===== config.mk =====
export PLATFORM = sky130hd
export DESIGN_NAME = seg_display_decoder
export DESIGN_NICKNAME = d
export VERILOG_FILES = /design/src/rtl/seg_display_decoder.sv
export SDC_FILE = /design/constraint.sdc
export NUM_CORES = 1
export LEC_CHECK = 0
export CAP_MARGIN = 20
export CORE_UTILIZATION = 57
export CTS_BUF_LIST = sky130_fd_sc_hd__clkbuf_16
export CTS_CLUSTER_DIAMETER = 40
export DETAILED_ROUTE_END_ITERATION = 8
export GPL_TIMING_DRIVEN = 1
export PLACE_DENSITY = 0.91
export SYNTH_ARGS = -nofsm -noshare
export SYNTH_HDL_FRONTEND = slang
export SYNTH_SLANG_ARGS = --single-unit

===== constraint.sdc =====
create_clock -name clk -period 3.47 [get_ports clk]
set_clock_uncertainty 0.1 [all_clocks]
set_input_delay 0.347 -clock clk [delete_from_list [all_inputs] [get_ports clk]]
set_output_delay 0.347 -clock clk [all_outputs]
set_load 0.005 [all_outputs]

===== src/rtl/seg_display_decoder.sv =====
// Debounces an active-low 7-segment pattern, decodes it and presents each new value over a valid/ready handshake.
// Optional build macro SEG_DP_MASK_EN: ignore the decimal-point bit (display[7]) entirely.
module seg_display_decoder #(
    parameter int STABLE_CYCLES = 4
) (
    input  logic       clk,
    input  logic       rst,
    input  logic [7:0] display,
    input  logic       out_ready,
    output logic       out_valid,
    output logic [7:0] out_num,
    output logic       out_err,
    output logic [7:0] err_count
);

    typedef enum logic {
        IDLE,
        PRESENT
    } state_t;

    // The counter holds (consecutive matching samples - 1), so a pattern seen
    // STABLE_CYCLES times is accepted when the counter reaches STABLE_CYCLES-2 before the edge.
    localparam logic [3:0] RUN_SAT = 4'(STABLE_CYCLES - 1);
    localparam logic [3:0] ACC_TH  = (STABLE_CYCLES > 1) ? 4'(STABLE_CYCLES - 2) : 4'd0;

    state_t     state, state_n;
    logic [7:0] disp_m;
    logic [7:0] sample;
    logic [3:0] run_cnt;
    logic [7:0] last_rep;
    logic       have_last;
    logic       match;
    logic       accept;
    logic       load;
    logic       clear;
    logic [7:0] dec_num;
    logic       dec_err;

`ifdef SEG_DP_MASK_EN
    assign disp_m = {1'b1, display[6:0]};
`else
    assign disp_m = display;
`endif

    assign match  = (disp_m == sample);
    assign accept = (STABLE_CYCLES == 1) || (match && (run_cnt >= ACC_TH));

    always_comb begin
        dec_err = 1'b0;
        unique case (disp_m)
            8'hC0:   dec_num = 8'd0;
            8'hF9:   dec_num = 8'd1;
            8'hA4:   dec_num = 8'd2;
            8'hB0:   dec_num = 8'd3;
            8'h99:   dec_num = 8'd4;
            8'h92:   dec_num = 8'd5;
            8'h82:   dec_num = 8'd6;
            8'hFF:   dec_num = 8'd99;
            8'hBF:   dec_num = 8'hBF;
            default: begin
                dec_num = 8'hEE;
                dec_err = 1'b1;
            end
        endcase
    end

    // NOTE: every signal written here gets a default first, so no path leaves it unassigned and no latch is inferred.
    always_comb begin
        state_n = state;
        load    = 1'b0;
        clear   = 1'b0;
        unique case (state)
            IDLE: begin
                if (accept && (!have_last || (disp_m != last_rep))) begin
                    load    = 1'b1;
                    state_n = PRESENT;
                end
            end
            PRESENT: begin
                if (out_ready) begin
                    clear   = 1'b1;
                    state_n = IDLE;
                end
            end
            default: state_n = IDLE;
        endcase
    end

    // NOTE: non-blocking assignments so every register sees pre-edge values regardless of statement order.
    always_ff @(posedge clk) begin
        if (rst) begin
            state     <= IDLE;
            sample    <= 8'hFF;
            run_cnt   <= 4'd0;
            last_rep  <= 8'h00;
            have_last <= 1'b0;
            out_valid <= 1'b0;
            out_num   <= 8'h00;
            out_err   <= 1'b0;
            err_count <= 8'h00;
        end else begin
            state  <= state_n;
            sample <= disp_m;
            if (!match)
                run_cnt <= 4'd0;
            else if (run_cnt < RUN_SAT)
                run_cnt <= run_cnt + 4'd1;

            if (load) begin
                out_valid <= 1'b1;
                out_num   <= dec_num;
                out_err   <= dec_err;
                last_rep  <= disp_m;
                have_last <= 1'b1;
                if (dec_err && (err_count != 8'hFF))
                    err_count <= err_count + 8'd1;
            end else if (clear) begin
                out_valid <= 1'b0;
            end
        end
    end

endmodule


# == Word level (Yosys, flattened, before mapping) ==
# Cells that the tools add are included.
# word_totals
reg_bits,40
inputBits,11
out_inout_bits,18
word_cells,46
# classes
addsub,2
order_cmp,2
eq_ne,12
n_mux,10
bitwise_logic,2
n_reduce_logical,9
# ops
operator,count
$eq A8 B8 Y1 const B,9
$pmux W8 S9,1
$reduce_or A9 Y1,1
$add A8 B1 Y8 const B,1
$eq A8 B8 Y1,1
$mux W1,8
$ne A8 B8 Y1,1
$ne A8 B8 Y1 const B,1
$add A4 B1 Y4 const B,1
$ge A4 B2 Y1 const B,1
$lt A4 B2 Y1 const B,1
$logic_and A1 B1 Y1,3
$not A1 Y1,2
$pmux W1 S2,1
$reduce_and A2 Y1,1
$reduce_bool A2 Y1,1
$reduce_or A2 Y1,1
$logic_not A1 Y1,1
$logic_or A1 B1 Y1,1

# == Logic depth before layout (Yosys ltp) ==
# Gate-level depths: netlist (run 1).
# depth
depth_word,6
mapped_depth,10
depth_no_buf,8

# == Worst setup path before layout (run 1) ==
# No wires, ideal clock.
# synth_timing
path_type,input-to-reg
startpoint,input display[0]
endpoint,register err_count[0]
setup_ns,0.121
arrival_time_ns,2.224
required_time_ns,3.249
slack_ns,1.025
stages,8
path_buffers,2
cell_sequence,buf_4 xor2_1 nor4_4 nand3_2 or2_0 buf_2 or4_4 mux2_4
# synth_via
elab_chain_len,6
word_cells_on_any_way,20
cone_classes,eq/ne: 11; mux: 3; reduce/logical: 6
# synth_rtl
element,line_no,rtl
"start, declared",8,"input logic [7:0] display,"
"parallel branches: the longest is 5 deep, another holds $reduce_or A9 Y1",n/a,
$reduce_and A2 Y1 (no source line) *,n/a,
"end signal, assigned",116,err_count <= err_count + 8'd1;
"end, declared",13,output logic [7:0] err_count
# Every way passes the cells marked *.
# A chain may end at the register's enable or synchronous reset.

# == Worst setup path in the final report (run 1) ==
# layout_timing
startpoint,input display[1]
endpoint,register err_count[3]
# Same word-level chain as after synthesis.

==> results of run 1 <==
[cell type report]
class                   count  area share, %
multi-input cells         169           44.2
flip-flops and latches     39           31.9
repair buffers             34           13.3
clock buffers               5           5.12
clock inverters             3           2.76
well taps                  44           2.25
inverters                   3          0.461
[routing by layer]
layer  track usage (%)  up-vias  part of all wire [%]
li1                  -      834                     -
met1              35.9      846                    41
met4              15.9        0                   5.2
met3              8.32       24                   6.9
met5                 0        -                     0
met2              45.8       90                    47
[kinds of logic (layout without fill, tap and decap cells)]
kind of cell    count (synthesis)  count (layout)  share of synthesized area (%)
compound gates                 34              34                           11.3
xor+xnor                       18              18                           8.06
fa+ha+maj                       3               3                           1.92
buf+inv                        19              45                           4.92
flops                          39              39                           39.9
mux                             3               3                           1.85
simple gates                  111             111                           32.0
[synth_stat cells (all sizes together) (6+ instances only)]
cell    count  area share [%]
dfxtp      39              40
nand2      25             4.9
nor2       23             4.4
a21oi      16             4.1
nor3       11             2.8
buf        10             3.2
or2        10             3.2
xnor2       9             4.0
xor2        9             4.0
nand2b      7             2.2
clkbuf      6             1.2
nand3       6             1.8
nor4        6             3.5
[flip-flops by register name (all words and copies together) (netlist names)]
register,cells
err_count,8
last_rep,8
sample,8
out_num,7
run_cnt,4
have_last,1
out_err,1
out_valid,1
state,1
[worst max-delay path: stages]
cell and delay (ps):
clkdlybuf4s50_1 780, and4bb_4 280, a32oi_2 210, nand2_2 160, or4_4 610, or4_1 560, a21oi_1 160
[worst paths after layout]
kind | end | cells after the start | startpoint | slack [ps]
min | out_valid$_SDFFE_PP0P_ | 2 | out_valid$_SDFFE_PP0P_ | 360
max reg2reg | err_count[3]$_SDFFE_PP0P_ | 6 | sample[3]$_SDFF_PP1_ | 1090
max | err_count[3]$_SDFFE_PP0P_ | 7 | display[1] | 470
min reg2reg | out_valid$_SDFFE_PP0P_ | 2 | out_valid$_SDFFE_PP0P_ | 360
[power by group through the flow]
stage	sequential, mW	combinational, mW	clock, mW
after detailed placement	0.465	0.0708	0
after global routing	0.455	0.0786	0.620
after CTS	0.455	0.0729	0.602
after floorplan	0.464	0.0507	0
after global placement	0.465	0.0698	0
final	0.455	0.0739	0.593
[placed cells by master (no fill, tap or decap), drive strengths merged, types with 2 or more instances in the layout]
cell type,instances
a211oi,5
a21oi,16
a31o,2
a31oi,4
a32oi,2
and2,4
and3,3
buf,6
bufinv,2
clkbuf,5
clkdlybuf4s50,28
dfxtp,39
ha,3
inv,3
mux2,2
nand2,25
nand2b,7
nand3,6
nand4,3
nor2,23
nor2b,2
nor3,11
nor4,6
nor4b,3
o21ai,2
or2,10
or4,4
xnor2,9
xor2,9
==> metrics.md, run 1 <==
| Metric | Value |
|---|---|
| Vias per inst | `~6.0` |
| H-tree depth | `2` |
| Arrival time worst endpoint | `3110 ps` |
| P per Cell Area | `459 nW/um2` |
| Fin area | `around 2400 um2` |
| Setup crit start kind | `input port` |
| Status | `finished, final reports clean` |
| Cells after Synth | `227` |
| Post-synth EDFFs | `0` |
| Max Cap Violations | `0` |
| Starting Density | `62.1%` |
| Non-Filler Instances | `297` |
| Critical path class | `input port to register` |
| Psw | `approximately 0.23 mW` |
| Initial antenna violation count | `0` |
| RSZ-0062 raised after global routing | `no` |
| Sequential Area | `slightly below 800 um2` |
| Worst min-delay path class | `register to register` |
| Clock sinks | `39` |
| Inst Count DP | `289` |
| Final worst-path cycle share | `86.3%` |
| GRT Overall Usage | `29.1%` |
| Area delta synth->final | `24.9%` |
| Final WL | `about 4.8 mm` |
| Vias | `1794` |
| Die area | `3670 um2` |
| DR iter-0 viols | `just over 100` |
| Seq pwr share | `40.6%` |
| Clock-pin slew on the worst setup and hold paths | `60 ps` |
| Largest net degree at the start of global routing | `24` |
| Leakage | `between 0.8 and 0.9 nW` |
| Final setup viols | `0` |
| Antenna Nets Post-Route | `0` |
| Pre-Repair DR Iteration Count | `5` |
| Sw frac | `20.2%` |
| Footprint of the multi-input gates | `1080 um2` |
| Clk network pwr share | `between 50% and 60%` |
| Pwr Total | `around 1.1 mW` |
| Clock latency on the worst-skew pair | `280 ps` |
| # hold bufs at CTS | `0` |
| Proportion of layout cells with a drive suffix above 1 | `14.2%` |
| Worst Path Required | `3590 ps` |
| Clk root buf | `clkbuf_16` |
| Count of final max-slew check failures | `0` |
| Area of placed instances | `2250 um2` |
| Util after Layout | `77.5%` |
| Critical path endpoint category | `register` |
| Worst rel slew slack | `56.8%` |
| Synth unique cells | `46` |
| Worst VDD drop | `0.281 mV` |
| Core area | `3150 um2` |
| Fill cells | `220` |
| Fin crit period | `around 3000 ps` |
| Syn Nets | `241` |
| Grt ovf | `0` |
| Top FF cell, synth | `dfxtp_1` |
| Final-stage net count | `around 270` |
| Number of global-route vias before repair | `1586` |
| Die height | `60.6 um` |
| Input/output buffers | `28` |
| Dpl hpwl | `about 3 mm` |
| CTS max path bufs | `2` |
| Io pins | `29` |
| Post-CTS resize count | `0` |
| Synthesized cell area | `1960 um2` |
| Final hold violation count | `0` |
| Post-Place Setup Slack | `341 ps` |
| Int Power | `approximately 0.9 mW` |
| Setup slack after layout | `roughly 470 ps` |
| Die Width | `60.6 um` |
| WL/cell | `16.3 um` |
| Num CTS Buffers | `5` |
| Comb pwr share | `6.6%` |
| Post-CTS Setup Repair Bufs | `0` |
| #FFs+latches synth | `39` |
| Post-route DRC | `0` |
| Routability cong. | `about 0.88` |
| First-pass GRT wire length | `around 7.6 mm` |
| Sequential fraction of the synthesis area | `39.9%` |
| Crit Path Max Fanout | `13` |
| Syn. warnings | `0` |
| Setup TNS Final | `0 ps` |
| Smallest hold slack | `362 ps` |
| Syn_area_per_cell | `roughly 8.6 um2` |
| TritonCTS clock tree | `built` |
| Worst-Margin Slew | `646 ps` |
| # rows | `20` |
| Async S/R FF share, synth | `0%` |
| Ant diodes | `0` |
| Max frequency | `about 330 MHz` |
(Power assumes the default switching activity.)
==> inputs of run 2 (changes only) <==
- CORE_UTILIZATION: 57 -> 53
- PLACE_DENSITY: 0.91 -> 0.86
- clock period: 3.47 -> 3.4 ns (I/O delays scaled with it)
==> run 2 against run 1 <==
Net effect: sequential power grew 2%; non-clock buffer count down 1; hold slack improved by 1.4 ps; critical path type unchanged; wire length down 19%; critical endpoint unchanged.
==> metrics.md, run 2 (same netlist as run 1, synthesis figures left out) <==
| Metric | Value |
|---|---|
| Final worst-path cycle share | `82.9%` |
| Inst Count DP | `290 (+0.35%)` |
| Util after Layout | `69.4% (-8.2 points)` |
| DR iter-0 viols | `72 (-29%)` |
| Io pins | `29 (unchanged)` |
| Worst Path Required | `3510 ps (-80 ps)` |
| TritonCTS clock tree | `built` |
| Die Width | `62.8 um (+3.6%)` |
| Number of global-route vias before repair | `1503 (-5.2%)` |
| Worst VDD drop | `0.313 mV (+11%)` |
| Input/output buffers | `28 (unchanged)` |
| Critical path class | `input port to register` |
| CP max stage delay | `650 ps (-130 ps)` |
| Worst-Margin Slew | `581 ps (-64.7 ps)` |
| Post-CTS Setup Repair Bufs | `0 (unchanged)` |
| Critical R2R Launch | `sample[3]$_SDFF_PP1_` |
| Proportion of layout cells with a drive suffix above 1 | `13.1% (-1.1 points)` |
| Sequential Area | `781 um2 (unchanged)` |
| Final setup viols | `0 (unchanged)` |
| P per Cell Area | `410 nW/um2 (-11%)` |
| Status | `finished, final reports clean` |
| First-pass GRT wire length | `6.73 mm (-12%)` |
| Clock-pin slew on the worst setup and hold paths | `60 ps (about the same)` |
| Core area | `3440 um2 (+9.2%)` |
| Critical path endpoint category | `register` |
| Setup TNS Final | `0 ps (unchanged)` |
| Worst path cell trace | `clkdlybuf4s50_1 -> buf_4 -> nor4b_1 -> a31oi_1 -> o21ai_2 -> or4_4 -> or4_1 -> a21oi_1` |
| Crit-path slowest cell | `clkdlybuf4s50_1` |
| Clock sinks | `39 (unchanged)` |
| WL/cell | `13.1 um (-20%)` |
| Worst reg-to-reg path cell count | `6 (unchanged)` |
| Fill cells | `271 (+23%)` |
| Dpl hpwl | `2.80 mm (-4.2%)` |
| Area delta synth->final | `22.0%` |
| Largest net degree at the start of global routing | `24 (unchanged)` |
| Critical Path Start | `display[2]` |
| Setup crit start kind | `input port` |
| Worst hold path stage count | `2 (unchanged)` |
| GR Util met1 | `27.7% (-8.2 points)` |
| # hold bufs at CTS | `0 (unchanged)` |
| Clock latency on the worst-skew pair | `280 ps (about the same)` |
| Footprint of the multi-input gates | `1080 um2 (unchanged)` |
| Post-route DRC | `0 (unchanged)` |
| Vias | `1664 (-7.2%)` |
| Die height | `62.8 um (+3.6%)` |
| Pre-Repair DR Iteration Count | `4 (-1)` |
| Commonest non-fill, non-tap cell in the layout | `dfxtp_1` |
| Max frequency | `between 300 and 400 MHz` |
| Initial antenna violation count | `0 (unchanged)` |
| Final hold violation count | `0 (unchanged)` |
| Final WL | `3.89 mm (-19%)` |
| Num CTS Buffers | `5 (unchanged)` |
| # rows | `21 (+5.0%)` |
| Worst rel slew slack | `61.2% (+4.3 points)` |
| Grt ovf | `0 (unchanged)` |
| Antenna Nets Post-Route | `0 (unchanged)` |
| Worst min-delay path class | `register to register` |
| Global routing usage on met2 | `33.3% (-13 points)` |
| Count of final max-slew check failures | `0 (unchanged)` |
| Clk root buf | `clkbuf_16` |
| Leakage | `0.817 nW (-3.6%)` |
| Non-Filler Instances | `298 (+0.34%)` |
| Reg-to-reg setup timing slack | `1090 ps (about the same)` |
| Most used routing layer | `met2` |
| Smallest hold slack | `363 ps (+1.44 ps)` |
| Most frequent cells in the layout | `dfxtp_1 (39), clkdlybuf4s50_1 (28), nand2_1 (24)` |
| Top Registers | `err_count (8), last_rep (8), sample (8)` |
| Starting Density | `56.9% (-5.2 points)` |
| Max Cap Violations | `0 (unchanged)` |
| Die area | `3940 um2 (+7.3%)` |
| Met3 GRT Util | `5.84% (-2.5 points)` |
| H-tree depth | `2 (unchanged)` |
| R2r endpoint | `err_count[3]$_SDFFE_PP0P_` |
| Vias per inst | `5.58 (-7.6%)` |
| Buf/Inv on CP | `2 (+1)` |
| CTS max path bufs | `2 (unchanged)` |
| Post-CTS resize count | `0 (unchanged)` |
| Fin crit period | `2820 ps` |
| Pwr Total | `0.979 mW (-13%)` |
| Crit Path Max Fanout | `7 (-6)` |
| Arrival time worst endpoint | `2930 ps (-180 ps)` |
| Crit path max-delay family | `simple AND/OR/NAND/NOR gates` |
| RSZ-0062 raised after global routing | `no` |
| Routability cong. | `0.887 (+0.78%)` |
| Hold Startpoint | `last_rep[7]$_SDFFE_PP0P_` |
| Hold EP | `last_rep[7]$_SDFFE_PP0P_` |
| Final-stage net count | `265 (-0.38%)` |
| GRT Overall Usage | `22.0% (-7.1 points)` |
| Ant diodes | `0 (unchanged)` |
-- run 2: cell types whose count changed in the layout (fill, tap and decap cells not counted) --
| cell | before | now |
|---|---|---|
| buf_4 | 6 | 5 |
| clkinv_1 | 0 | 2 |
| bufinv_16 | 2 | 0 |
-- run 2: cell type report --
| cell class | count | area share [%] |
|---|---|---|
| clock buffer | 5 | 5.24 |
| clock inverter | 3 | 0.629 |
| inverter | 3 | 0.472 |
| multi-input combinational | 169 | 45.2 |
| sequential | 39 | 32.7 |
| tap | 46 | 2.41 |
| timing repair buffer | 33 | 13.3 |
-- run 2: how the worst max path moves through the flow --
stage                                            to  cells after the start
after floorplan           err_count[0]$_SDFFE_PP0P_                      8
after global placement    err_count[3]$_SDFFE_PP0P_                      7
after detailed placement  err_count[3]$_SDFFE_PP0P_                      7
after CTS                 err_count[3]$_SDFFE_PP0P_                      7
after global routing      err_count[3]$_SDFFE_PP0P_                      8
final                     err_count[3]$_SDFFE_PP0P_                      8
-- run 2: routing by layer --
metal / wire length [um] / share of wire (%) / vias to the layer above
met5: 0 / 0 / -
met4: 74 / 1.9 / 0
met3: 186 / 4.8 / 6
met2: 1760 / 45 / 41
met1: 1870 / 48 / 783
li1: - / - / 834
-- run 2: report_power, final --
group,switching [mW],internal (mW)
registers,0.00217,0.462
logic,0.0400,0.0315
clock network,0.177,0.266
total,0.219,0.760
-- run 2: through the flow --
stage | setup WS [ps] | cell area, um2
6_report | 582 | 2390
5_1_grt | 446 | 2390
4_1_cts | 602 | 2390
3_5_place_dp | 318 | 2250
3_3_place_gp | 350 | 2250
2_1_floorplan | 962 | 1960
-- run 2: worst reg2reg max path, stage by stage (launching register included) --
cell	delay [ps]
dfxtp_1	310
xor2_1	160
nor4_4	330
nand3_2	140
or4_4	530
or4_1	510
a21oi_1	160
